File: src/rtl/hazard_pkg.sv
// hazard_pkg: shared state encodings, forward selects and the forwarding compare helper
package hazard_pkg;
    typedef enum logic [1:0] {S_RUN = 2'd0, S_LU = 2'd1, S_MWAIT = 2'd2} state_e;
    localparam logic [1:0] FW_REG = 2'b00;
    localparam logic [1:0] FW_MEM = 2'b10;
    localparam logic [1:0] FW_WB  = 2'b01;
    // The youngest producer (EX/MEM) wins over MEM/WB; $0 is never forwarded.
    function automatic logic [1:0] fwd_sel(input logic mem_we, input logic [4:0] mem_rd,
                                           input logic wb_we, input logic [4:0] wb_rd,
                                           input logic [4:0] src);
        return (mem_we && mem_rd != 5'd0 && mem_rd == src) ? FW_MEM :
               (wb_we && wb_rd != 5'd0 && wb_rd == src) ? FW_WB : FW_REG;
    endfunction
endpackage

File: src/rtl/hazard_ctrl_if.sv
// hazard_ctrl_if: pipeline-side hazard inputs and stage-register control outputs
interface hazard_ctrl_if #(parameter int CNT_W = 16);
    logic [4:0]       id_rs, id_rt, ex_rt, ex_rs_fw, ex_rt_fw, mem_Regadd, wb_Regadd;
    logic             id_uses_rt, ex_MemRead, mem_RegWrite, wb_RegWrite, mem_access;
    logic             branchCtrl, jumpCtrl, dmem_ack;
    logic             dmem_req, PCWrite, IFtoIDWrite, idex_bubble, exmem_hold, memwb_bubble, flush;
    logic [1:0]       fwdA, fwdB;
    logic [CNT_W-1:0] stall_cnt, flush_cnt;
    logic             timeout_err;
    modport master (
        output id_rs, id_rt, id_uses_rt, ex_MemRead, ex_rt, ex_rs_fw, ex_rt_fw,
               mem_RegWrite, mem_Regadd, wb_RegWrite, wb_Regadd, mem_access,
               branchCtrl, jumpCtrl, dmem_ack,
        input  dmem_req, PCWrite, IFtoIDWrite, idex_bubble, exmem_hold, memwb_bubble,
               flush, fwdA, fwdB, stall_cnt, flush_cnt, timeout_err
    );
    modport slave (
        input  id_rs, id_rt, id_uses_rt, ex_MemRead, ex_rt, ex_rs_fw, ex_rt_fw,
               mem_RegWrite, mem_Regadd, wb_RegWrite, wb_Regadd, mem_access,
               branchCtrl, jumpCtrl, dmem_ack,
        output dmem_req, PCWrite, IFtoIDWrite, idex_bubble, exmem_hold, memwb_bubble,
               flush, fwdA, fwdB, stall_cnt, flush_cnt, timeout_err
    );
endinterface

File: src/rtl/fwd_unit.sv
// fwd_unit: EX-stage operand forwarding selects from the EX/MEM and MEM/WB destinations
module fwd_unit
    import hazard_pkg::*;
(
    input  logic       mem_regwrite_i,
    input  logic [4:0] mem_regadd_i,
    input  logic       wb_regwrite_i,
    input  logic [4:0] wb_regadd_i,
    input  logic [4:0] ex_rs_i,
    input  logic [4:0] ex_rt_i,
    output logic [1:0] fwd_a_o,
    output logic [1:0] fwd_b_o
);
    assign fwd_a_o = fwd_sel(mem_regwrite_i, mem_regadd_i, wb_regwrite_i, wb_regadd_i, ex_rs_i);
    assign fwd_b_o = fwd_sel(mem_regwrite_i, mem_regadd_i, wb_regwrite_i, wb_regadd_i, ex_rt_i);
endmodule

File: src/rtl/hazard_ctrl.sv
// hazard_ctrl: load-use, redirect and data-memory-wait sequencer with forwarding and perf counters
module hazard_ctrl
    import hazard_pkg::*;
#(
    parameter int CNT_W    = 16,
    parameter int MAX_WAIT = 64,
    parameter int WAIT_W   = 7
) (
    input  logic            clk,
    input  logic            rst,
    hazard_ctrl_if.slave    hz
);
    localparam logic [WAIT_W-1:0] WAIT_MAX = WAIT_W'(MAX_WAIT);
    state_e           state_q, state_d;
    logic [WAIT_W-1:0] wait_q, wait_d;
    logic             pend_q, pend_d, err_q, err_d;
    logic [CNT_W-1:0] stall_q, stall_d, fcnt_q, fcnt_d;
    logic             load_use, redirect, hold, ex_hold, mw_bub, idex_bub, fl, req;
    logic [1:0]       fwd_a, fwd_b;

    fwd_unit u_fwd (
        .mem_regwrite_i (hz.mem_RegWrite),
        .mem_regadd_i   (hz.mem_Regadd),
        .wb_regwrite_i  (hz.wb_RegWrite),
        .wb_regadd_i    (hz.wb_Regadd),
        .ex_rs_i        (hz.ex_rs_fw),
        .ex_rt_i        (hz.ex_rt_fw),
        .fwd_a_o        (fwd_a),
        .fwd_b_o        (fwd_b)
    );

    assign load_use = hz.ex_MemRead && hz.ex_rt != 5'd0 &&
                      (hz.ex_rt == hz.id_rs || (hz.id_uses_rt && hz.ex_rt == hz.id_rt));
    assign redirect = hz.branchCtrl || hz.jumpCtrl;

    always_comb begin
        state_d  = state_q;
        wait_d   = wait_q;
        pend_d   = pend_q;
        err_d    = err_q;
        req      = 1'b0;
        hold     = 1'b0;
        ex_hold  = 1'b0;
        mw_bub   = 1'b0;
        idex_bub = 1'b0;
        fl       = 1'b0;
        if (state_q == S_MWAIT) begin
            req = 1'b1;
            if (hz.dmem_ack) begin
                fl       = pend_q;
                idex_bub = pend_q;
                pend_d   = 1'b0;
                wait_d   = '0;
                state_d  = S_RUN;
            end else begin
                hold    = 1'b1;
                ex_hold = 1'b1;
                mw_bub  = 1'b1;
                wait_d  = (wait_q == WAIT_MAX) ? wait_q : wait_q + WAIT_W'(1);
                err_d   = err_q || wait_d == WAIT_MAX;
            end
        end else begin
            req     = hz.mem_access;
            state_d = S_RUN;
            // A redirect seen during a miss is replayed as a flush on the ack cycle.
            if (hz.mem_access && !hz.dmem_ack) begin
                hold    = 1'b1;
                ex_hold = 1'b1;
                mw_bub  = 1'b1;
                pend_d  = redirect;
                state_d = S_MWAIT;
            end else if (redirect) begin
                fl       = 1'b1;
                idex_bub = 1'b1;
            end else if (load_use && state_q == S_RUN) begin
                hold     = 1'b1;
                idex_bub = 1'b1;
                state_d  = S_LU;
            end
        end
        stall_d = stall_q + CNT_W'(hold && !(&stall_q));
        fcnt_d  = fcnt_q + CNT_W'(fl && !(&fcnt_q));
    end

    always_ff @(posedge clk) begin
        if (rst) begin
            state_q <= S_RUN;
            wait_q  <= '0;
            pend_q  <= 1'b0;
            err_q   <= 1'b0;
            stall_q <= '0;
            fcnt_q  <= '0;
        end else begin
            state_q <= state_d;
            wait_q  <= wait_d;
            pend_q  <= pend_d;
            err_q   <= err_d;
            stall_q <= stall_d;
            fcnt_q  <= fcnt_d;
        end
    end

    assign hz.dmem_req     = !rst && req;
    assign hz.PCWrite      = !rst && hold;
    assign hz.IFtoIDWrite  = !rst && hold;
    assign hz.exmem_hold   = !rst && ex_hold;
    assign hz.idex_bubble  = rst || idex_bub;
    assign hz.memwb_bubble = rst || mw_bub;
    assign hz.flush        = rst || fl;
    assign hz.fwdA         = rst ? FW_REG : fwd_a;
    assign hz.fwdB         = rst ? FW_REG : fwd_b;
    assign hz.stall_cnt    = stall_q;
    assign hz.flush_cnt    = fcnt_q;
    assign hz.timeout_err  = err_q;
endmodule

File: src/flat_wrapper.sv
// flat-port wrapper written by rule: the top's interface ports become plain ports
module hazard_ctrl_flat import hazard_pkg::*;
#(
    parameter int CNT_W    = 16,
    parameter int MAX_WAIT = 64,
    parameter int WAIT_W   = 7
)
  (clk, rst, hz_id_rs, hz_id_rt, hz_id_uses_rt, hz_ex_MemRead, hz_ex_rt, hz_ex_rs_fw, hz_ex_rt_fw, hz_mem_RegWrite, hz_mem_Regadd, hz_wb_RegWrite, hz_wb_Regadd, hz_mem_access, hz_branchCtrl, hz_jumpCtrl, hz_dmem_ack, hz_dmem_req, hz_PCWrite, hz_IFtoIDWrite, hz_idex_bubble, hz_exmem_hold, hz_memwb_bubble, hz_flush, hz_fwdA, hz_fwdB, hz_stall_cnt, hz_flush_cnt, hz_timeout_err);
  hazard_ctrl_if #(.CNT_W(CNT_W)) hz_i ();
  input  logic clk;
  input  logic rst;
  input wire logic [$bits(hz_i.id_rs)-1:0] hz_id_rs;
  input wire logic [$bits(hz_i.id_rt)-1:0] hz_id_rt;
  input wire logic [$bits(hz_i.id_uses_rt)-1:0] hz_id_uses_rt;
  input wire logic [$bits(hz_i.ex_MemRead)-1:0] hz_ex_MemRead;
  input wire logic [$bits(hz_i.ex_rt)-1:0] hz_ex_rt;
  input wire logic [$bits(hz_i.ex_rs_fw)-1:0] hz_ex_rs_fw;
  input wire logic [$bits(hz_i.ex_rt_fw)-1:0] hz_ex_rt_fw;
  input wire logic [$bits(hz_i.mem_RegWrite)-1:0] hz_mem_RegWrite;
  input wire logic [$bits(hz_i.mem_Regadd)-1:0] hz_mem_Regadd;
  input wire logic [$bits(hz_i.wb_RegWrite)-1:0] hz_wb_RegWrite;
  input wire logic [$bits(hz_i.wb_Regadd)-1:0] hz_wb_Regadd;
  input wire logic [$bits(hz_i.mem_access)-1:0] hz_mem_access;
  input wire logic [$bits(hz_i.branchCtrl)-1:0] hz_branchCtrl;
  input wire logic [$bits(hz_i.jumpCtrl)-1:0] hz_jumpCtrl;
  input wire logic [$bits(hz_i.dmem_ack)-1:0] hz_dmem_ack;
  output wire logic [$bits(hz_i.dmem_req)-1:0] hz_dmem_req;
  output wire logic [$bits(hz_i.PCWrite)-1:0] hz_PCWrite;
  output wire logic [$bits(hz_i.IFtoIDWrite)-1:0] hz_IFtoIDWrite;
  output wire logic [$bits(hz_i.idex_bubble)-1:0] hz_idex_bubble;
  output wire logic [$bits(hz_i.exmem_hold)-1:0] hz_exmem_hold;
  output wire logic [$bits(hz_i.memwb_bubble)-1:0] hz_memwb_bubble;
  output wire logic [$bits(hz_i.flush)-1:0] hz_flush;
  output wire logic [$bits(hz_i.fwdA)-1:0] hz_fwdA;
  output wire logic [$bits(hz_i.fwdB)-1:0] hz_fwdB;
  output wire logic [$bits(hz_i.stall_cnt)-1:0] hz_stall_cnt;
  output wire logic [$bits(hz_i.flush_cnt)-1:0] hz_flush_cnt;
  output wire logic [$bits(hz_i.timeout_err)-1:0] hz_timeout_err;
  assign hz_i.id_rs = hz_id_rs;
  assign hz_i.id_rt = hz_id_rt;
  assign hz_i.id_uses_rt = hz_id_uses_rt;
  assign hz_i.ex_MemRead = hz_ex_MemRead;
  assign hz_i.ex_rt = hz_ex_rt;
  assign hz_i.ex_rs_fw = hz_ex_rs_fw;
  assign hz_i.ex_rt_fw = hz_ex_rt_fw;
  assign hz_i.mem_RegWrite = hz_mem_RegWrite;
  assign hz_i.mem_Regadd = hz_mem_Regadd;
  assign hz_i.wb_RegWrite = hz_wb_RegWrite;
  assign hz_i.wb_Regadd = hz_wb_Regadd;
  assign hz_i.mem_access = hz_mem_access;
  assign hz_i.branchCtrl = hz_branchCtrl;
  assign hz_i.jumpCtrl = hz_jumpCtrl;
  assign hz_i.dmem_ack = hz_dmem_ack;
  assign hz_dmem_req = hz_i.dmem_req;
  assign hz_PCWrite = hz_i.PCWrite;
  assign hz_IFtoIDWrite = hz_i.IFtoIDWrite;
  assign hz_idex_bubble = hz_i.idex_bubble;
  assign hz_exmem_hold = hz_i.exmem_hold;
  assign hz_memwb_bubble = hz_i.memwb_bubble;
  assign hz_flush = hz_i.flush;
  assign hz_fwdA = hz_i.fwdA;
  assign hz_fwdB = hz_i.fwdB;
  assign hz_stall_cnt = hz_i.stall_cnt;
  assign hz_flush_cnt = hz_i.flush_cnt;
  assign hz_timeout_err = hz_i.timeout_err;
  hazard_ctrl #(.CNT_W(CNT_W), .MAX_WAIT(MAX_WAIT), .WAIT_W(WAIT_W)) u_core (.clk(clk), .rst(rst), .hz(hz_i));
endmodule
File: config.mk
export PLATFORM = sky130hd
export DESIGN_NAME = hazard_ctrl_flat
export DESIGN_NICKNAME = d
export VERILOG_FILES = /design/src/rtl/hazard_pkg.sv /design/src/rtl/hazard_ctrl_if.sv /design/src/rtl/fwd_unit.sv /design/src/rtl/hazard_ctrl.sv /design/src/flat_wrapper.sv
export SDC_FILE = /design/constraint.sdc
export NUM_CORES = 1
export LEC_CHECK = 0
export BUFFER_PORTS_ARGS = -buffer_cell sky130_fd_sc_hd__buf_2
export CAP_MARGIN = 0
export CORE_MARGIN = 3
export CORE_UTILIZATION = 28
export DETAILED_ROUTE_END_ITERATION = 7
export PLACE_DENSITY = 0.58
export SLEW_MARGIN = 30
export SYNTH_ARGS = -nofsm -noshare
export SYNTH_HDL_FRONTEND = slang
export SYNTH_HIERARCHICAL = 1
export SYNTH_SLANG_ARGS = --single-unit
File: constraint.sdc
create_clock -name clk -period 3.2 [get_ports clk]
set_input_delay 0.16 -clock clk [delete_from_list [all_inputs] [get_ports clk]]
set_output_delay 0.16 -clock clk [all_outputs]
set_load 0.02 [all_outputs]
; ---- Word level (Yosys, flattened, before mapping)
; Cells that the tools add are included.
[totals]
reg_bits = 43
in_bits = 45
out_inout_bits = 44
wordCells = 86
[classes]
n_addsub = 3
eq_ne = 10
muxes = 31
bitwise_logic = 1
reduce_logical = 35
[op_table]
columns = op, n
row1 = $add A16 B1 Y16, 2
row2 = $reduce_and A16 Y1, 2
row3 = $eq A5 B5 Y1, 6
row4 = $mux W1, 21
row5 = $logic_and A1 B1 Y1, 16
row6 = $mux W2, 8
row7 = $reduce_bool A5 Y1, 3
row8 = $eq A7 B7 Y1 const B, 2
row9 = $mux W7, 2
row10 = $add A7 B1 Y7 const B, 1
row11 = $logic_or A1 B1 Y1, 6
row12 = $logic_not A1 Y1, 4
row13 = $reduce_and A2 Y1, 2
row14 = $eq A2 B2 Y1 const B, 1
row15 = $logic_not A2 Y1, 1
row16 = $ne A2 B2 Y1 const B, 1
row17 = $reduce_bool A2 Y1, 1
row18 = $not A1 Y1, 1

; ---- Longest topological paths before layout
; Gate-level depths: netlist (run 1).
[logic_depth]
word_depth = 11
mapped_depth = 11
depth_no_buf = 11

; ---- By module
; Netlist (run 1), hierarchy kept.
[by_module_without_submodules]
columns = mod, instances, cells_each, area_per_inst_um2, seq_area_each_um2
row1 = hazard_ctrl, 1, 271, 2252.2, 860.8
row2 = fwd_unit, 1, 34, 270.3, 0.0

; ---- Worst setup path after synthesis (run 1)
; No wires, ideal clock.
[synth_path]
path_type = register -> register
start = register u_core.fcnt_q[4], in the netlist u_core/hz.flush_cnt[4]
end = register u_core.fcnt_q[14], in the netlist u_core/hz.flush_cnt[14]
setup_time_ps = 70
arrival_ps = 2104
required_time_ps = 3130
slack_ps = 1025
path_stages_with_launch = 10
path_buffers = 0
synth_period_minus_slack_ps = 2175
path_cell_list = dfxtp_1 and4_1 and3_1 a21oi_1 ha_1 ha_1 and3_1 nand2_1 or3_1 a21oi_1
[synth_between]
elab_chain_len = 4
[synth_lines]
columns = item, line
row1 = from (decl), hazard_ctrl.sv:17  ; logic [CNT_W-1:0] stall_q, stall_d, fcnt_q, fcnt_d;
row2 = from (signal assigned), hazard_ctrl.sv:99  ; fcnt_q <= fcnt_d;
row3 = $reduce_and A16 Y1, hazard_ctrl.sv:82  ; fcnt_d = fcnt_q + CNT_W'(fl && !(&fcnt_q));
row4 = $logic_not A1 Y1, hazard_ctrl.sv:82
row5 = $logic_and A1 B1 Y1, hazard_ctrl.sv:82
row6 = $add A16 B1 Y16 (*), hazard_ctrl.sv:82
; Every way passes the cells marked *; elsewhere a longest branch is shown, timed or not.
; A chain may end at the register's enable or synchronous reset.

; ---- Worst setup path after layout (run 1)
[layout_path]
start = register u_core.state_q[1]
end = register u_core.fcnt_q[14], in the netlist u_core/hz.flush_cnt[14]
[layout_between]
elab_chain_len = 4
[layout_lines]
columns = item, line
row1 = from (decl), hazard_ctrl.sv:14  ; state_e state_q, state_d;
row2 = from (signal assigned), hazard_ctrl.sv:94  ; state_q <= state_d;
row3 = $eq A2 B2 Y1, hazard_ctrl.sv:47  ; if (state_q == S_MWAIT) begin
row4 = $mux W1, hazard_ctrl.sv:47
row5 = $logic_and A1 B1 Y1, hazard_ctrl.sv:82
row6 = $add A16 B1 Y16, hazard_ctrl.sv:82
; Every way passes these cells.

==> reports/metrics.yaml, run 1 <==
worst_setup_path:
  crit_path_start_kind: "flip-flop"
  worstReg2RegStart: "u_core/state_q[1]$_SDFFE_PP0N_"
  cp-end-kind: "flip-flop"
  arrival_ps: 2710
  crit_start: "u_core/state_q[1]$_SDFFE_PP0N_"
  critPathKind: "flip-flop to flip-flop"
  cp_max_fo: 6
  cp.required_ps: 3430
floorplanning:
  rows: 33
  pin_count: 89
  dieHeight_microns: 101
  die_w_microns: 101
  dieArea_sq_mm: 0.0102
  coreArea_sq_mm: 0.00846
  initial_core_util_pct: 29.8
final_layout:
  post-route-util_pct: 37.2
  syn2layout_area_growth_pct: 24.9
  final_nets: 442
  final_area_sq_mm: 0.00315
  final-instance-count-excl-fill: 496
  fill_cells: 892
  diodes: 0
  drive_gt1_share_pct: 27.4
global_route:
  grt_pass1_wl_mm: 10.5
  track_usage_pct: 12.4
  antenna_found_initial: 0
  gr-total-overflow: 0
  grt_max_degree: 54
  grt_pass1_vias: 2342
synth:
  yosysWarningCount: 6
  synthArstFlopShare_pct: 0
  synth.top_cell.area_share_pct: 34.1
  syn_nets: 357
  synth_commonest_cells: "43 x dfxtp_1, 39 x nor2_1, 34 x xnor2_1"
  yosys.area.top_type: "dfxtp_1"
  avgSynthCellArea_sq_um: 8.27
  synthFlopType: "dfxtp_1"
  syn-instance-count: 305
  synth_area_sq_mm: 0.00252
  ys_types: 41
  synth_area_leaders: "dfxtp_1 34%, xnor2_1 12%, xor2_1 8.3%, nor2_1 5.8%, nand3_1 4.6%"
  synth_seq_cells: 43
  yosys.cell_count.top_type: "dfxtp_1"
  synth_edf_count: 0
  ys_seq_area_share_pct: 34.1
drt:
  drc: 0
  via_count: 2357
  via_per_inst: 4.75
  drt-total-wl_mm: 6.30
  ant_nets: 0
  drtPass1Iterations: 4
  drtIter0Drc: 72
  wl_per_cell_microns: 12.7
timing:
  setup_viol: 0
  fmax_mhz: 404
  hold_violations: 0
  fin_crit_sh_pct: 77.4
  setup_tns_ps: 0
  whs_ps: 169
  min_period_ps: 2480
  fin_skew_ps: 6.97
  timing.slew.headroom_pct: 63.7
  worstMarginPinSlew_ps: 544
  rsz0062_at_grt: "no"
  drv_slew: 0
clock_network:
  cts.clk_slew.worst_paths_ps: 90
  cts-root-buf: "clkbuf_8"
  cts_hold_buffers: 0
  cts_tree: "done"
  cts.sinks: 43
  numCtsBuffers: 5
  ctsResizeCount: 0
  cts_htree_levels: 2
  clockBufferDepth: 2
  insertion_delay_ps: 290
  post_cts_buffers: 0
run:
  drv_cap: 0
power_and_ir_drop:
  leakagePower_nw: 1.33
  powerDensity_mw_per_mm2: 346
  ir_drop_mv: 0.168
placed_design:
  port_buffers: 88
  placed_cell_area_sq_mm: 0.00305
  dp.cells: 488
  place_congestion: 0.797
  dp_hpwl_mm: 4.84
worst_hold_path:
  hold_path.class: "primary input to flip-flop"
  min-delay-start: "hz_branchCtrl"
run_status:
  status: "complete, no violations"
-- layer usage --
| layer | up-vias | global-route usage (%) | part of all wire (%) |
|---|---|---|---|
| met1 | 1051 | 16.1 | 47 |
| met2 | 79 | 20.1 | 44 |
| met3 | 4 | 3.74 | 8.4 |
| met4 | 0 | 3.37 | 1.0 |
| li1 | 1223 | - | - |
| met5 | - | 0 | 0 |
-- logic make-up after synthesis --
group,Yosys count,synth area share [%]
buffers and inverters,14,2.58
and+or+nand+nor,144,30.3
DFF,43,34.1
adders and majority gates,7,3.47
muxes,2,0.794
xor gates and xnor gates,58,20.1
AOI/OAI and AO/OA,37,8.63
-- state kept, by name, summed over array words and instances, names as in the netlist --
register               cells
u_core/hz.flush_cnt       16
u_core/hz.stall_cnt       16
u_core/hz.timeout_err      1
u_core/pend_q              1
u_core/state_q             2
u_core/wait_q              7
-- power breakdown --
part,leakage [nW],switching [W],internal (W),total [W]
clock,0.0474,0.000196,0.000176,0.000373
combinational,0.934,0.0000914,0.0000745,0.000166
sequential,0.347,0.00000774,0.000542,0.000550
-- placed cells by master, fill, tap and decap left out, drive strengths merged --
cell type / instances
dfxtp: 43
o2111ai: 1
a21oi: 15
nor4: 6
and2: 1
a22oi: 3
o21ai: 13
nor2: 39
ha: 7
clkinv: 1
nand3: 24
nand3b: 2
and3b: 1
nor3: 7
and4: 4
xor2: 24
mux2i: 2
or2: 1
o31ai: 1
o21bai: 2
buf: 89
clkbuf: 6
and3: 9
nand4: 5
o22ai: 1
nand2b: 6
xnor2: 34
or4: 4
a32oi: 1
nand2: 21
inv: 3
or3: 4
nor4b: 1
nor2b: 9
clkinvlp: 1
-- worst max-delay path, stage by stage, from the launching register on --
cell	delay [ps]
dfxtp_1	330
nor2b_1	170
nor2_1	320
a32oi_1	170
a21oi_1	160
ha_1	210
ha_1	180
and3_1	250
nand2_1	140
or3_1	320
a21oi_1	140
-- per-stage QoR --
step	setup WS (ps)	total power [W]
2_1_floorplan	1030	0.000661
3_3_place_gp	843	0.000728
3_5_place_dp	734	0.000730
4_1_cts	698	0.00111
5_1_grt	376	0.00115
6_report	723	0.00109
-- worst paths after layout --
| path | end | slack, ps | depth (start not counted) |
|---|---|---|---|
| max | u_core/hz.flush_cnt[14]$_SDFF_PP0_ | 720 | 10 |
| min | u_core/state_q[0]$_SDFFE_PP0N_ | 170 | 3 |
| max reg2reg | u_core/hz.flush_cnt[14]$_SDFF_PP0_ | 720 | 10 |
| min reg2reg | u_core/hz.timeout_err$_SDFFE_PP0P_ | 480 | 2 |
-- final cells by class --
cell class | count | area, sq um | share of cell area [%]
Multi-Input combinational cell | 248 | 1600 | 50.7
Sequential cell | 43 | 861 | 27.3
Timing Repair Buffer | 89 | 450 | 14.3
Tap cell | 105 | 131 | 4.17
Clock buffer | 6 | 82.6 | 2.62
Clock inverter | 2 | 16.3 | 0.516
Inverter | 3 | 11.3 | 0.358
No activity file was read; power rests on OpenSTA's default activity.
==> inputs of run 2 (changes only) <==
Settings changed: ABC_AREA set to 1, PLACE_DENSITY 0.58 to 0.57.
Clock period 3.2 ns to 2.45 ns, I/O delays scaled along.
==> run 2 against run 1 <==
Compared with the run above:
- worst hold slack hardly changed
- critical path type unchanged
- routed wire length increased by 23%
- setup slack lost 610 ps
- clock-buffer cell count is the same
==> reports/metrics.yaml, run 2 <==
drt:
  drtPass1Iterations: 4
  wl_per_cell_microns: 11.1
  via_count: 3115
  ant_nets: 0
  drt-total-wl_mm: 7.78
  via_per_inst: 4.46
  drc: 0
  drtIter0Drc: 161
final_layout:
  drive_gt1_share_pct: 23.7
  final_nets: 617
  ff_latch_area_sq_um: 861
  multi_input_comb_area_sq_mm: 0.00173
  final_common_cell: "nand2_1"
  fill_cells: 1088
  mostFrequentLayoutCells: "127 x nand2_1, 88 x buf_2, 73 x inv_1"
  diodes: 0
  syn2layout_area_growth_pct: 27.2
clock_network:
  clockBufferDepth: 2
  cts.sinks: 43
  numCtsBuffers: 5
  cts_htree_levels: 2
  cts_tree: "done"
  cts.clk_slew.worst_paths_ps: 90
  cts_hold_buffers: 0
  insertion_delay_ps: 300
  cts-root-buf: "clkbuf_8"
synth:
  yosys.cell_count.top_type: "nand2_1"
  yosys.area.top_type: "dfxtp_1"
  synthArstFlopShare_pct: 0
  syn-instance-count: 470
  syn_nets: 522
  synth_area_sq_mm: 0.00288
  ys_seq_area_share_pct: 29.9
  ys_types: 32
  synth_area_leaders: "dfxtp_1 30%, nand2_1 17%, inv_1 9.5%, nor2_1 9.0%, nand3_1 5.2%"
  avgSynthCellArea_sq_um: 6.13
  synth_commonest_cells: "128 x nand2_1, 73 x inv_1, 69 x nor2_1"
  synth_edf_count: 0
  synthFlopType: "dfxtp_1"
  yosysWarningCount: 6
  synth_seq_cells: 43
  synth.top_cell.area_share_pct: 29.9
power_and_ir_drop:
  ir_drop_mv: 0.226
  powerDensity_mw_per_mm2: 425
  leakagePower_nw: 1.77
timing:
  hold_violations: 0
  setup_tns_ps: 0
  timing.slew.headroom_pct: 60.2
  fin_crit_sh_pct: 95.2
  worstMarginPinSlew_ps: 596
  drv_slew: 0
  fmax_mhz: 429
  min_period_ps: 2330
  setup_viol: 0
  worst_slack_ps: 118
  fin_skew_ps: 8.61
placed_design:
  dp_hpwl_mm: 6.10
  place_ws_ps: 158
  place_congestion: 0.891
  port_buffers: 88
worst_setup_path:
  cp_max_fo: 4
  critPathKind: "flip-flop to flip-flop"
  arrival_ps: 2540
  cp.required_ps: 2660
  crit_path_start_kind: "flip-flop"
  cp-end-kind: "flip-flop"
global_route:
  track_usage_pct: 13.1
  grt_pass1_wl_mm: 12.4
  antenna_found_initial: 0
  gr-total-overflow: 0
  grt_pass1_vias: 2823
  grt_max_degree: 37
floorplanning:
  rows: 36
  die_w_microns: 107
  dieHeight_microns: 107
  dieArea_sq_mm: 0.0115
  initial_core_util_pct: 29.1
  pin_count: 89
  coreArea_sq_mm: 0.00991
worst_hold_path:
  hold_path.class: "primary input to flip-flop"
run_status:
  status: "complete, no violations"
run:
  drv_cap: 0
-- run 2: critical path, stage by stage, from the launching register on --
cell and delay [ps]:
dfxtp_1 330, inv_1 60, nor2_4 110, nand3_1 100
nand2_1 80, inv_1 70, a41oi_2 170, ha_2 260
ha_4 150, nand3_2 110, nor2_4 160, nand2_2 100
nor4_4 320, nand2_1 80, nand2_1 80, nor2_2 50
-- run 2: worst paths after layout --
path,slack [ps],startpoint,end,cells past startpoint
worst max register to register,120,u_core/state_q[1]$_SDFFE_PP0N_,u_core/hz.flush_cnt[14]$_SDFF_PP0_,15
worst min-delay path,170,hz_branchCtrl,u_core/state_q[0]$_SDFFE_PP0N_,4
worst min register to register,450,u_core/hz.timeout_err$_SDFFE_PP0P_,u_core/hz.timeout_err$_SDFFE_PP0P_,2
worst max-delay path,120,u_core/state_q[1]$_SDFFE_PP0N_,u_core/hz.flush_cnt[14]$_SDFF_PP0_,15
-- run 2: repair_timing --
action,in CTS,in global routing
resized for setup,0,8
setup buffers,0,3
setup endpoints to repair,0,2
-- run 2: per-stage QoR --
step | hold WS [ps] | power, W | instances | utilization, % | area (sq um)
finish | 169 | 0.00156 | 699 | 37.0 | 3670
global route | 180 | 0.00165 | 699 | 37.0 | 3670
CTS | 163 | 0.00158 | 696 | 36.3 | 3600
detailed placement | 439 | 0.000991 | 688 | 35.2 | 3480
global placement | 443 | 0.000988 | 688 | 35.2 | 3480
floorplan | 308 | 0.000889 | 470 | - | 2880
-- run 2: kinds of logic after synthesis --
kind of cell | after synthesis | synth area share, %
buffers and inverters | 86 | 11.5
adders and majority gates | 7 | 3.04
DFF | 43 | 29.9
xor gates and xnor gates | 17 | 5.16
and+or+nand+nor | 272 | 42.2
AOI/OAI and AO/OA | 45 | 8.20
-- run 2: power by group --
part / switching, W / leakage, nW / internal (W)
combinational: 0.000157 / 1.36 / 0.000102
sequential: 0.0000142 / 0.347 / 0.000710
clock: 0.000247 / 0.0612 / 0.000330
total: 0.000418 / 1.77 / 0.00114
-- run 2: layer usage --
metal	vias to the layer above	wire length [microns]	share of wire, %	track usage (%)
met5	-	0	0	0
met4	0	159	2.0	4.96
met3	10	535	6.9	3.54
met2	93	3610	46	21.8
met1	1366	3480	45	16.0
li1	1646	-	-	-
-- run 2: cell type report --
type,count,share of cell area (%)
clock inverter,2,0.955
sequential,43,23.5
clock buffer,6,2.25
timing repair buffer,95,13.4
inverter,79,8.09
tap,133,4.54
multi-input combinational,341,47.3
==> inputs of run 3 (changes only) <==
Settings changed: CORE_UTILIZATION 28 to 38, PLACE_DENSITY 0.57 to 0.7.
==> run 3 against run 2 <==
Compared with the run above:
- flip-flop and latch count is the same
- final cell count fell by 4.6%
- clock power fell by 15%
- first-iteration DRC count down 34%
- critical path type unchanged
- highest routed layer unchanged
==> reports/metrics.yaml, run 3 (synthesis results as in run 2) <==
run_status:
  status: "complete, no violations"
placed_design:
  place_ws_ps: 187
  dp_hpwl_mm: 5.71
  placed_cell_area_sq_mm: 0.00345
  place_congestion: 0.872
  port_buffers: 88
  dp.cells: 655
timing:
  fin_skew_ps: 5.99
  hold_violations: 0
  fin_crit_sh_pct: 95.7
  worst_slack_ps: 104
  worstMarginPinSlew_ps: 569
  setup_viol: 0
  timing.slew.headroom_pct: 62.0
  fmax_mhz: 426
  min_period_ps: 2350
  drv_slew: 0
  setup_tns_ps: 0
clock_network:
  numCtsBuffers: 5
  cts_tree: "done"
  cts_htree_levels: 2
  cts_hold_buffers: 0
  clockBufferDepth: 2
  cts.clk_slew.worst_paths_ps: 80
  cts.sinks: 43
  cts-root-buf: "clkbuf_8"
  insertion_delay_ps: 290
drt:
  via_per_inst: 4.68
  drtPass1Iterations: 4
  ant_nets: 0
  drtIter0Drc: 106
  drt-total-wl_mm: 7.32
  wl_per_cell_microns: 11.0
  drc: 0
  via_count: 3120
worst_setup_path:
  arrival_ps: 2540
  critPathKind: "flip-flop to flip-flop"
  cp-end-kind: "flip-flop"
  cp.required_ps: 2640
  crit_path_start_kind: "flip-flop"
  cp_max_fo: 4
worst_hold_path:
  hold_path.class: "primary input to flip-flop"
power_and_ir_drop:
  pwr-share-clk_pct: 33.2
  pwr-share-seq_pct: 49.0
  p_sw_w: 0.000406
  leakagePower_nw: 1.77
  ir_drop_mv: 0.166
  internal-power_w: 0.00107
  p_comb_share_pct: 17.7
  powerDensity_mw_per_mm2: 406
  netSwitchingFraction_pct: 27.5
global_route:
  grt_max_degree: 37
  antenna_found_initial: 0
  grt_pass1_wl_mm: 11.8
  gr-total-overflow: 0
  track_usage_pct: 16.3
  grt_pass1_vias: 2787
final_layout:
  final_nets: 619
  final-instance-count-excl-fill: 667
  final_area_sq_mm: 0.00364
  mostFrequentLayoutCells: "127 x nand2_1, 88 x buf_2, 73 x inv_1"
  fill_cells: 754
  syn2layout_area_growth_pct: 26.2
  diodes: 0
  post-route-util_pct: 49.9
  final_common_cell: "nand2_1"
  drive_gt1_share_pct: 24.6
floorplanning:
  die_w_microns: 93.1
  initial_core_util_pct: 39.5
  dieHeight_microns: 93.1
  pin_count: 89
  dieArea_sq_mm: 0.00867
  coreArea_sq_mm: 0.00729
  rows: 31
run:
  drv_cap: 0
==> run 3: cell count changes in the layout (fill, tap and decap cells not counted), sizes merged <==
| cell | change |
|---|---|
| buf | +2 |
| bufinv | -1 |
| clkbuf | +1 |
| clkinv | -1 |
| clkinvlp | +1 |
==> run 3: worst max-delay path: stages (launching register included) <==
cell     delay [ps]
dfxtp_1         330
inv_1            60
nor2_4          170
nand3_2          90
nand2_1          70
inv_1            70
a41oi_2         180
ha_2            250
ha_4            150
nand3_2         120
nor2_4          150
nand2_2          90
nor4_4          320
nand2_1          90
nand2_1          80
nor2_2           50
==> run 3: stage by stage <==
step,power (W),hold WS (ps)
2_1_floorplan,0.000889,308
3_3_place_gp,0.000982,441
3_5_place_dp,0.000988,443
4_1_cts,0.00149,162
5_1_grt,0.00156,195
6_report,0.00148,186
==> run 3: cell type report <==
| cell class | count | area, sq um | area share, % |
|---|---|---|---|
| tap | 99 | 124 | 3.41 |
| clock buffer | 7 | 96.3 | 2.65 |
| multi-input combinational | 341 | 1740 | 47.9 |
| clock inverter | 1 | 7.51 | 0.206 |
| sequential | 43 | 862 | 23.7 |
| timing repair buffer | 97 | 508 | 14.0 |
| inverter | 79 | 297 | 8.15 |
==> run 3: power groups by stage <==
stage | sequential (W) | combinational [W] | clock, W
after floorplan | 0.000747 | 0.000142 | 0
after global placement | 0.000738 | 0.000244 | 0
after detailed placement | 0.000739 | 0.000249 | 0
after CTS | 0.000723 | 0.000250 | 0.000515
after global routing | 0.000727 | 0.000294 | 0.000543
final | 0.000724 | 0.000262 | 0.000491
==> run 3: worst paths after layout <==
| check | from | endpoint | slack, ps | cells past startpoint |
|---|---|---|---|---|
| setup / recovery | u_core/state_q[1]$_SDFFE_PP0N_ | u_core/hz.flush_cnt[14]$_SDFF_PP0_ | 100 | 15 |
| setup reg to reg | u_core/state_q[1]$_SDFFE_PP0N_ | u_core/hz.flush_cnt[14]$_SDFF_PP0_ | 100 | 15 |
| hold / removal | hz_branchCtrl | u_core/state_q[0]$_SDFFE_PP0N_ | 190 | 4 |
| hold reg to reg | u_core/hz.timeout_err$_SDFFE_PP0P_ | u_core/hz.timeout_err$_SDFFE_PP0P_ | 450 | 2 |
==> run 3: routing by layer <==
layer	GRT usage, %	up-vias	share of wire, %
met5	0	-	0
met1	19.8	1360	45
met2	29.0	101	47
met4	4.64	0	0.71
met3	3.30	4	7.4
li1	-	1655	-
==> run 3: repair_timing <==
item / CTS / global route
resized for setup: 0 / 12
endpoints found under the setup margin: 0 / 3
setup buffers: 0 / 4
endpoints found under the hold margin: 0 / 0
